File: src/rtl/iob_ibex_arb_pkg.sv
// Shared types for the Ibex fetch/LSU bus arbiter.
// Round-robin arbitration is selected by defining IOB_IBEX_ARB_RR_EN.
package iob_ibex_arb_pkg;

    typedef enum logic {
        ARB_INSTR = 1'b0,
        ARB_DATA  = 1'b1
    } arb_req_e;

    typedef enum logic {
        ARB_IDLE   = 1'b0,
        ARB_LOCKED = 1'b1
    } arb_state_e;

    function automatic arb_req_e arb_other(input arb_req_e r);
        return (r == ARB_INSTR) ? ARB_DATA : ARB_INSTR;
    endfunction

endpackage

File: src/rtl/iob_ibex_arb_fifo.sv
// 1-bit routing FIFO recording which requester owns each in-flight transaction.
// Pointers carry one extra wrap bit so full and empty are distinguishable.
module iob_ibex_arb_fifo #(
    parameter int unsigned DEPTH = 2
) (
    input  logic clk_i,
    input  logic rst_ni,
    input  logic push_i,
    input  logic data_i,
    input  logic pop_i,
    output logic head_o,
    output logic empty_o,
    output logic full_o
);

    localparam int unsigned AW = (DEPTH > 1) ? $clog2(DEPTH) : 0;
    localparam int unsigned IW = (AW > 0) ? AW : 1;

    logic [AW:0]      wptr_q, wptr_d;
    logic [AW:0]      rptr_q, rptr_d;
    logic [DEPTH-1:0] mem_q, mem_d;
    logic [IW-1:0]    widx, ridx;

    assign widx = (AW > 0) ? wptr_q[IW-1:0] : '0;
    assign ridx = (AW > 0) ? rptr_q[IW-1:0] : '0;

    assign empty_o = (wptr_q == rptr_q);
    assign full_o  = ((wptr_q - rptr_q) == (AW+1)'(DEPTH));
    assign head_o  = mem_q[ridx];

    always_comb begin
        wptr_d = wptr_q;
        rptr_d = rptr_q;
        mem_d  = mem_q;
        if (push_i) begin
            mem_d[widx] = data_i;
            wptr_d      = wptr_q + (AW+1)'(1);
        end
        if (pop_i) begin
            rptr_d = rptr_q + (AW+1)'(1);
        end
    end

    // Storage is not reset: only entries between the pointers are ever read.
    always_ff @(posedge clk_i) begin
        if (!rst_ni) begin
            wptr_q <= '0;
            rptr_q <= '0;
        end else begin
            wptr_q <= wptr_d;
            rptr_q <= rptr_d;
        end
        mem_q <= mem_d;
    end

endmodule

File: src/rtl/iob_ibex_bus_arbiter.sv
// Shares one Ibex-protocol memory port between instruction fetch and LSU.
// Define IOB_IBEX_ARB_RR_EN for round-robin arbitration; otherwise data has fixed priority.
module iob_ibex_bus_arbiter
    import iob_ibex_arb_pkg::*;
#(
    parameter int unsigned ADDR_W    = 32,
    parameter int unsigned DATA_W    = 32,
    parameter int unsigned INTG_W    = 7,
    parameter int unsigned MAX_OUTST = 2
) (
    input  logic              clk_i,
    input  logic              rst_ni,

    input  logic              instr_req_i,
    input  logic [ADDR_W-1:0] instr_addr_i,
    output logic              instr_gnt_o,
    output logic              instr_rvalid_o,
    output logic              instr_err_o,
    output logic [DATA_W-1:0] instr_rdata_o,
    output logic [INTG_W-1:0] instr_rdata_intg_o,

    input  logic              data_req_i,
    input  logic              data_we_i,
    input  logic [3:0]        data_be_i,
    input  logic [ADDR_W-1:0] data_addr_i,
    input  logic [DATA_W-1:0] data_wdata_i,
    input  logic [INTG_W-1:0] data_wdata_intg_i,
    output logic              data_gnt_o,
    output logic              data_rvalid_o,
    output logic              data_err_o,
    output logic [DATA_W-1:0] data_rdata_o,
    output logic [INTG_W-1:0] data_rdata_intg_o,

    output logic              mem_req_o,
    output logic              mem_we_o,
    output logic [3:0]        mem_be_o,
    output logic [ADDR_W-1:0] mem_addr_o,
    output logic [DATA_W-1:0] mem_wdata_o,
    output logic [INTG_W-1:0] mem_wdata_intg_o,
    input  logic              mem_gnt_i,
    input  logic              mem_rvalid_i,
    input  logic              mem_err_i,
    input  logic [DATA_W-1:0] mem_rdata_i,
    input  logic [INTG_W-1:0] mem_rdata_intg_i
);

    localparam int unsigned      CNT_W   = $clog2(MAX_OUTST) + 1;
    localparam logic [CNT_W-1:0] MAX_CNT = CNT_W'(MAX_OUTST);

    arb_state_e       state_q, state_d;
    arb_req_e         sel_q, sel_d, sel, pick;
    logic [CNT_W-1:0] cnt_q, cnt_d;
    logic             can_issue, gnt, rsp_ok;
    logic             fifo_head, fifo_empty, fifo_full;

    assign can_issue = (cnt_q < MAX_CNT);

`ifdef IOB_IBEX_ARB_RR_EN
    // rr_q remembers the last granted requester; contention favours the other one.
    arb_req_e rr_q, rr_d;

    always_comb begin
        rr_d = rr_q;
        if (gnt) begin
            rr_d = sel;
        end
    end

    always_ff @(posedge clk_i) begin
        if (!rst_ni) begin
            rr_q <= ARB_INSTR;
        end else begin
            rr_q <= rr_d;
        end
    end

    assign pick = (instr_req_i && data_req_i) ? arb_other(rr_q)
                                              : (data_req_i ? ARB_DATA : ARB_INSTR);
`else
    assign pick = data_req_i ? ARB_DATA : ARB_INSTR;
`endif

    always_comb begin
        state_d   = state_q;
        sel_d     = sel_q;
        sel       = sel_q;
        mem_req_o = 1'b0;
        case (state_q)
            ARB_IDLE: begin
                sel = pick;
                if (can_issue && (instr_req_i || data_req_i)) begin
                    mem_req_o = 1'b1;
                    if (!mem_gnt_i) begin
                        state_d = ARB_LOCKED;
                        sel_d   = pick;
                    end
                end
            end
            ARB_LOCKED: begin
                // Requests stay asserted until granted, so the held one is still pending.
                mem_req_o = 1'b1;
                if (mem_gnt_i) begin
                    state_d = ARB_IDLE;
                end
            end
            default: state_d = ARB_IDLE;
        endcase
    end

    always_ff @(posedge clk_i) begin
        if (!rst_ni) begin
            state_q <= ARB_IDLE;
            sel_q   <= ARB_INSTR;
            cnt_q   <= '0;
        end else begin
            state_q <= state_d;
            sel_q   <= sel_d;
            cnt_q   <= cnt_d;
        end
    end

    assign gnt    = mem_gnt_i & mem_req_o;
    assign rsp_ok = mem_rvalid_i & ~fifo_empty;

    always_comb begin
        cnt_d = cnt_q;
        if (gnt && !rsp_ok) begin
            cnt_d = cnt_q + CNT_W'(1);
        end else if (!gnt && rsp_ok) begin
            cnt_d = cnt_q - CNT_W'(1);
        end
    end

    iob_ibex_arb_fifo #(
        .DEPTH (MAX_OUTST)
    ) u_fifo (
        .clk_i   (clk_i),
        .rst_ni  (rst_ni),
        .push_i  (gnt),
        .data_i  (sel == ARB_DATA),
        .pop_i   (rsp_ok),
        .head_o  (fifo_head),
        .empty_o (fifo_empty),
        .full_o  (fifo_full)
    );

    assign instr_gnt_o = gnt & (sel == ARB_INSTR);
    assign data_gnt_o  = gnt & (sel == ARB_DATA);

    assign mem_we_o         = (sel == ARB_DATA) ? data_we_i         : 1'b0;
    assign mem_be_o         = (sel == ARB_DATA) ? data_be_i         : 4'hF;
    assign mem_addr_o       = (sel == ARB_DATA) ? data_addr_i       : instr_addr_i;
    assign mem_wdata_o      = (sel == ARB_DATA) ? data_wdata_i      : '0;
    assign mem_wdata_intg_o = (sel == ARB_DATA) ? data_wdata_intg_i : '0;

    assign instr_rvalid_o = rsp_ok & ~fifo_head;
    assign data_rvalid_o  = rsp_ok &  fifo_head;
    assign instr_err_o    = rsp_ok & ~fifo_head & mem_err_i;
    assign data_err_o     = rsp_ok &  fifo_head & mem_err_i;

    assign instr_rdata_o      = mem_rdata_i;
    assign instr_rdata_intg_o = mem_rdata_intg_i;
    assign data_rdata_o       = mem_rdata_i;
    assign data_rdata_intg_o  = mem_rdata_intg_i;

`ifndef SYNTHESIS
    always @(posedge clk_i) begin
        if (rst_ni) begin
            assert (!(mem_rvalid_i && fifo_empty))
                else $warning("iob_ibex_bus_arbiter: response with nothing outstanding dropped");
            assert ((cnt_q == MAX_CNT) == fifo_full);
        end
    end
`endif

endmodule

File: config.mk
export PLATFORM = sky130hd
export DESIGN_NAME = iob_ibex_bus_arbiter
export DESIGN_NICKNAME = d
export VERILOG_FILES = /design/src/rtl/iob_ibex_arb_pkg.sv /design/src/rtl/iob_ibex_arb_fifo.sv /design/src/rtl/iob_ibex_bus_arbiter.sv
export SDC_FILE = /design/constraint.sdc
export NUM_CORES = 1
export LEC_CHECK = 0
export CAP_MARGIN = 20
export CELL_PAD_IN_SITES_DETAIL_PLACEMENT = 1
export CELL_PAD_IN_SITES_GLOBAL_PLACEMENT = 1
export CORE_AREA = 4 4 122 124
export DETAILED_ROUTE_END_ITERATION = 7
export DIE_AREA = 0 0 126 128
export DONT_BUFFER_PORTS = 1
export GPL_TIMING_DRIVEN = 0
export PLACE_DENSITY_LB_ADDON = 0.1
export SYNTH_ARGS = -nofsm -noshare
export SYNTH_HDL_FRONTEND = slang
export SYNTH_SLANG_ARGS = --single-unit
export TNS_END_PERCENT = 100
File: constraint.sdc
create_clock -name clk_i -period 2.6 [get_ports clk_i]
set_clock_uncertainty 0.15 [all_clocks]
set_input_delay 0.26 -clock clk_i [delete_from_list [all_inputs] [get_ports clk_i]]
set_output_delay 0.26 -clock clk_i [all_outputs]
set_load 0.01 [all_outputs]
# Word level (Yosys, flattened, before mapping)
# Index checks and enable logic that the tools add are counted.
# Widths: inputs -> output; s select.
totals:
  register_bits: 10
  in_bits: 154
  out_inout_bits: 161
  wordCells: 56
op_classes:
  add_sub_neg: 4
  magnitude_cmp: 4
  n_eq_ne: 1
  muxes: 19
  bitwise_logic: 13
  reduce_logical: 9
op_table:
  columns: ["op", "count"]
  rows:
  - ["$mux 32", 2]
  - ["$mux 1", 9]
  - ["$and 1x1->1", 8]
  - ["$mux 7", 1]
  - ["$add 2x1->2 const B", 3]
  - ["$not 1->1", 5]
  - ["$logic_and 1x1->1", 4]
  - ["$lt 1x2->1 const B", 2]
  - ["$mux 2", 2]
  - ["$mux 4", 1]
  - ["$pmux 1 s2", 2]
  - ["$reduce_and 3->1", 1]
  - ["$bwmux 2", 1]
  - ["$eq 2x2->1", 1]
  - ["$logic_not 1->1", 2]
  - ["$lt 2x2->1 const B", 1]
  - ["$reduce_bool 2->1", 1]
  - ["$sub 2x1->2 const B", 1]
  - ["$demux 1 s1", 1]
  - ["$ge 1x1->1 const B", 1]
  - ["$logic_or 1x1->1", 1]

# Logic depth before layout (Yosys ltp)
depth:
  depth_word: 9
  mapped_depth: 7
  mapped_depth_nobuf: 7

# Hierarchy
# Synthesis repeated with hierarchy kept, for this count alone.
unflattened:
  hier_cells: 217
  hier_area_um2: 1910.6
by_module_without_submodules:
  columns: ["mod", "instances", "cells_each", "area_per_inst_um2", "seq_area_each_um2"]
  rows:
  - ["iob_ibex_bus_arbiter", 1, 193, 1647.8, 80.1]
  - ["iob_ibex_arb_fifo", 1, 24, 262.8, 140.1]

# Worst setup path before layout
# Ideal clock, no wire load.
synth_path:
  path_type: "flip-flop to flip-flop"
  start: "register cnt_q[1]"
  end: "register cnt_q[1]"
  setup_time_ns: 0.070
  arrival_ns: 1.633
  required_time_ns: 2.380
  slack_ns: 0.747
  stages_incl_launch_ff: 7
  path_buffers: 0
  synth_period_minus_slack_ns: 1.853
  cell_sequence: "dfxtp_1 o21ba_2 o21ai_0 inv_1 ha_1 or3_1 a21oi_1"
synth_between:
  elab_chain_len: 8
  word_cells_on_any_way: 13
  cone_classes: "2 x add/sub; 1 x order compare; 4 x mux; 1 x bitwise; 5 x reduce/logical"
synth_lines:
  columns: ["element", "line_no", "rtl"]
  rows:
  - ["from (decl)", "iob_ibex_bus_arbiter.sv:52", "logic [CNT_W-1:0] cnt_q, cnt_d;"]
  - ["from (signal assigned)", "iob_ibex_bus_arbiter.sv:118", "cnt_q <= cnt_d;"]
  - ["$lt 2x2->1", "iob_ibex_bus_arbiter.sv:56", "assign can_issue = (cnt_q < MAX_CNT);"]
  - ["$logic_and 1x1->1", "iob_ibex_bus_arbiter.sv:91", "if (can_issue && (instr_req_i || data_req_i)) begin"]
  - ["$mux 1", "iob_ibex_bus_arbiter.sv:91", null]
  - ["$pmux 1 s2", "iob_ibex_bus_arbiter.sv:88", "case (state_q)"]
  - ["$and 1x1->1", "iob_ibex_bus_arbiter.sv:122", "assign gnt = mem_gnt_i & mem_req_o;"]
  - ["$logic_not 1->1", "iob_ibex_bus_arbiter.sv:129", "end else if (!gnt && rsp_ok) begin"]
  - ["$logic_and 1x1->1", "iob_ibex_bus_arbiter.sv:129", null]
  - ["$reduce_bool 2->1 (no source line)", null, null]
# Several ways; a longest one is shown, not always the timed one. The select of a mux whose other input is x is not followed.
# A chain may end at the register's enable or synchronous reset.

# Worst setup path in the final report
layout_path:
  start: "register state_q"
  end: "output mem_wdata_o[18]"
layout_between:
  elab_chain_len: 2
layout_lines:
  columns: ["element", "line_no", "rtl"]
  rows:
  - ["from (decl)", "iob_ibex_bus_arbiter.sv:50", "arb_state_e state_q, state_d;"]
  - ["from (signal assigned)", "iob_ibex_bus_arbiter.sv:116", "state_q <= state_d;"]
  - ["$mux 1", "iob_ibex_bus_arbiter.sv:88", null]
  - ["$mux 32", "iob_ibex_bus_arbiter.sv:153", "assign mem_wdata_o = (sel == ARB_DATA) ? data_wdata_i : '0;"]
  - ["to (decl)", "iob_ibex_bus_arbiter.sv:38", "output logic [DATA_W-1:0] mem_wdata_o,"]
# No other way between the ends.

==> results.yml <==
status:
  status: "finished, final reports clean"
critical_path:
  ff2ff_path_depth: 6
  cp_slowest_cell: "clkbuf_1"
  crit_buf_inv: 2
  crit_path_cell_trace: "buf_6 > mux2i_4 > clkbuf_1 > nor2b_1"
  arrival_ns: 1.90
  crit_family: "buffers and inverters"
  path_max_fanout: 10
  cp_slowest_stage_delay_ns: 0.56
  cp.required_ns: 2.19
  critPathLaunchType: "flop"
  cp.depth: 4
  worstSetupPathType: "flop to primary output"
  end_kind: "primary output"
synthesis:
  synth_area_leader_cell: "buf_4"
  synth_area_per_cell_um2: 8.14
  ys_seq_elements: 10
  async_flop_share_pct: 0
  synth_edf_count: 2
  ys.flop_type: "dfxtp_1"
  yosysMostFrequentCell: "buf_4"
  synth_top_area_share_pct: 33.6
  synth_area_mm2: 0.00183
  ys_types: 35
  ys_warn_count: 0
  synthCells: 225
  synth_area_leaders: "buf_4 (34%), mux2_2 (20%), nor2b_1 (15%)"
  synth_nets: 380
  ys_seq_area_share_pct: 12.0
  yosys-top-cells-count: "buf_4 (82), nor2b_1 (43), mux2_2 (32)"
sta:
  fin_crit_sh_pct: 88.7
  rsz0062_at_grt: "no"
  worst_slack_ns: 0.293
  tns_ns: 0
  fmax_mhz: 434
  slew_viol_final: 0
  slew_headroom_pct: 55.3
  hold_viol: 0
  worst_pin_slew_ns: 0.670
  setup_viol: 0
  min_period_ns: 2.31
placement:
  post-dp-hpwl_mm: 7.13
  io_buffers: 0
  preCtsSetupSlack_ns: 0.309
  gp_congestion: 0.632
cells_and_area:
  syn2layout_area_growth_pct: 16.6
  final_nets: 385
  fin_util_pct: 15.5
  nFillCells: 1656
  diodes: 0
  drive_gt1_share_pct: 56.8
routing:
  wl_mm: 7.75
  drcViolationCount: 0
  wl_per_cell_um: 19.0
  antenna_left: 0
  dr.first_iter.drc_count: 18
  vias: 1509
  viasPerCell: 3.69
  first_pass_iters: 4
power_and_ir_drop:
  max-vdd-ir-drop_uv: 195
  finalPower_mw: 1.05
  p_per_area_mw_per_mm2: 494
  p_leak_nw: 0.883
clock_network:
  cts_setup_buffers: 0
  cts_resized: 0
  htree_num_levels: 1
  cts_tree: "built"
  clk_path_buf_depth: 2
  clock-sinks: 10
  numCtsBuffers: 3
  path_clk_slew_ns: 0.04
  clock_latency_ns: 0.24
  ctsHoldBuffers: 0
  cts_root_buffer: "clkbuf_16"
die:
  io_pins: 315
  die_y_um: 128
  die_x_um: 126
  dieArea_mm2: 0.0161
  start_util_pct: 13.3
  rows: 43
  core_area_mm2: 0.0138
hold_path:
  hp-class: "primary input to flop"
  whs_path_depth: 1
global_route:
  grt_pass1_wl_mm: 9.62
  grt_max_degree: 11
  grt.total_usage_pct: 7.85
  antenna_found_initial: 0
  grt.overflow.total: 0
  grt_pass1_vias: 1569
run:
  max_cap_violations: 0
-- final timing paths --
kind	from	to	slack [ns]
worst max-delay path	state_q	mem_wdata_o[18]	0.29
worst min-delay path	data_req_i	sel_q	0.02
worst max register to register	cnt_q[1]	cnt_q[1]	0.35
worst min register to register	u_fifo.rptr_q[1]	u_fifo.rptr_q[1]	0.34
-- cell type report --
class / instances / area (µm²) / area share [%]
Multi-Input combinational cell: 121 / 940 / 44.0
Buffer: 87 / 646 / 30.2
Inverter: 7 / 26.3 / 1.23
Sequential cell: 10 / 220 / 10.3
Clock buffer: 4 / 78.8 / 3.69
Tap cell: 180 / 225 / 10.5
-- placed cells by master, fill, tap and decap left out, types with 2 or more instances in the layout --
cell type and instances:
inv_1 7, nand2_1 4, buf_2 3, clkbuf_1 2
nor2b_1 43, o21ai_0 2, clkbuf_16 3, dfxtp_1 8
nor3_1 2, mux2_2 32, edfxtp_1 2, xor2_1 2
xnor2_1 2, buf_4 82, or2_2 5, nor2_1 6
a21oi_1 5
-- state kept, by name, summed over array words and instances (netlist names) --
name,cells
cnt_q,2
u_fifo.mem_q,2
u_fifo.rptr_q,2
u_fifo.wptr_q,2
sel_q,1
state_q,1
-- routing by layer --
layer,track usage [%],vias to the layer above,share of wire (%)
met5,0,-,0
met4,1.32,0,0.44
met3,2.08,2,11
met2,16.1,170,58
met1,7.98,678,31
li1,-,659,-
-- power breakdown --
| group | total, mW | switching, mW | internal (mW) |
|---|---|---|---|
| Sequential | 0.216 | 0.0265 | 0.189 |
| Clock | 0.283 | 0.0769 | 0.206 |
| Combinational | 0.556 | 0.308 | 0.248 |
| Total | 1.05 | 0.412 | 0.643 |
-- worst register-to-register path, stage by stage (launching register included) --
cell     delay, ns
dfxtp_1       0.37
o21ba_2       0.20
o21ai_0       0.52
inv_1         0.11
ha_1          0.34
or3_1         0.35
a21oi_1       0.14
-- kinds of logic (layout without fill, tap and decap cells) --
logic type,Yosys count,in the layout,synth area share (%)
and+or+nand+nor,66,66,21.2
AOI/OAI and AO/OA,16,16,6.08
DFF,10,10,12.0
muxes,34,34,21.4
buffers and inverters,94,98,36.7
xor gates and xnor gates,4,4,1.91
adders and majority gates,1,1,0.683
-- metrics by stage --
step,cell area (µm²),hold slack [ns],std cells
2_1_floorplan,1830,0.255,225
3_3_place_gp,2060,0.260,405
3_5_place_dp,2060,0.266,405
4_1_cts,2140,0.0188,409
5_1_grt,2140,0.0104,409
6_report,2140,0.0229,409
No activity file was read; power rests on OpenSTA's default activity.
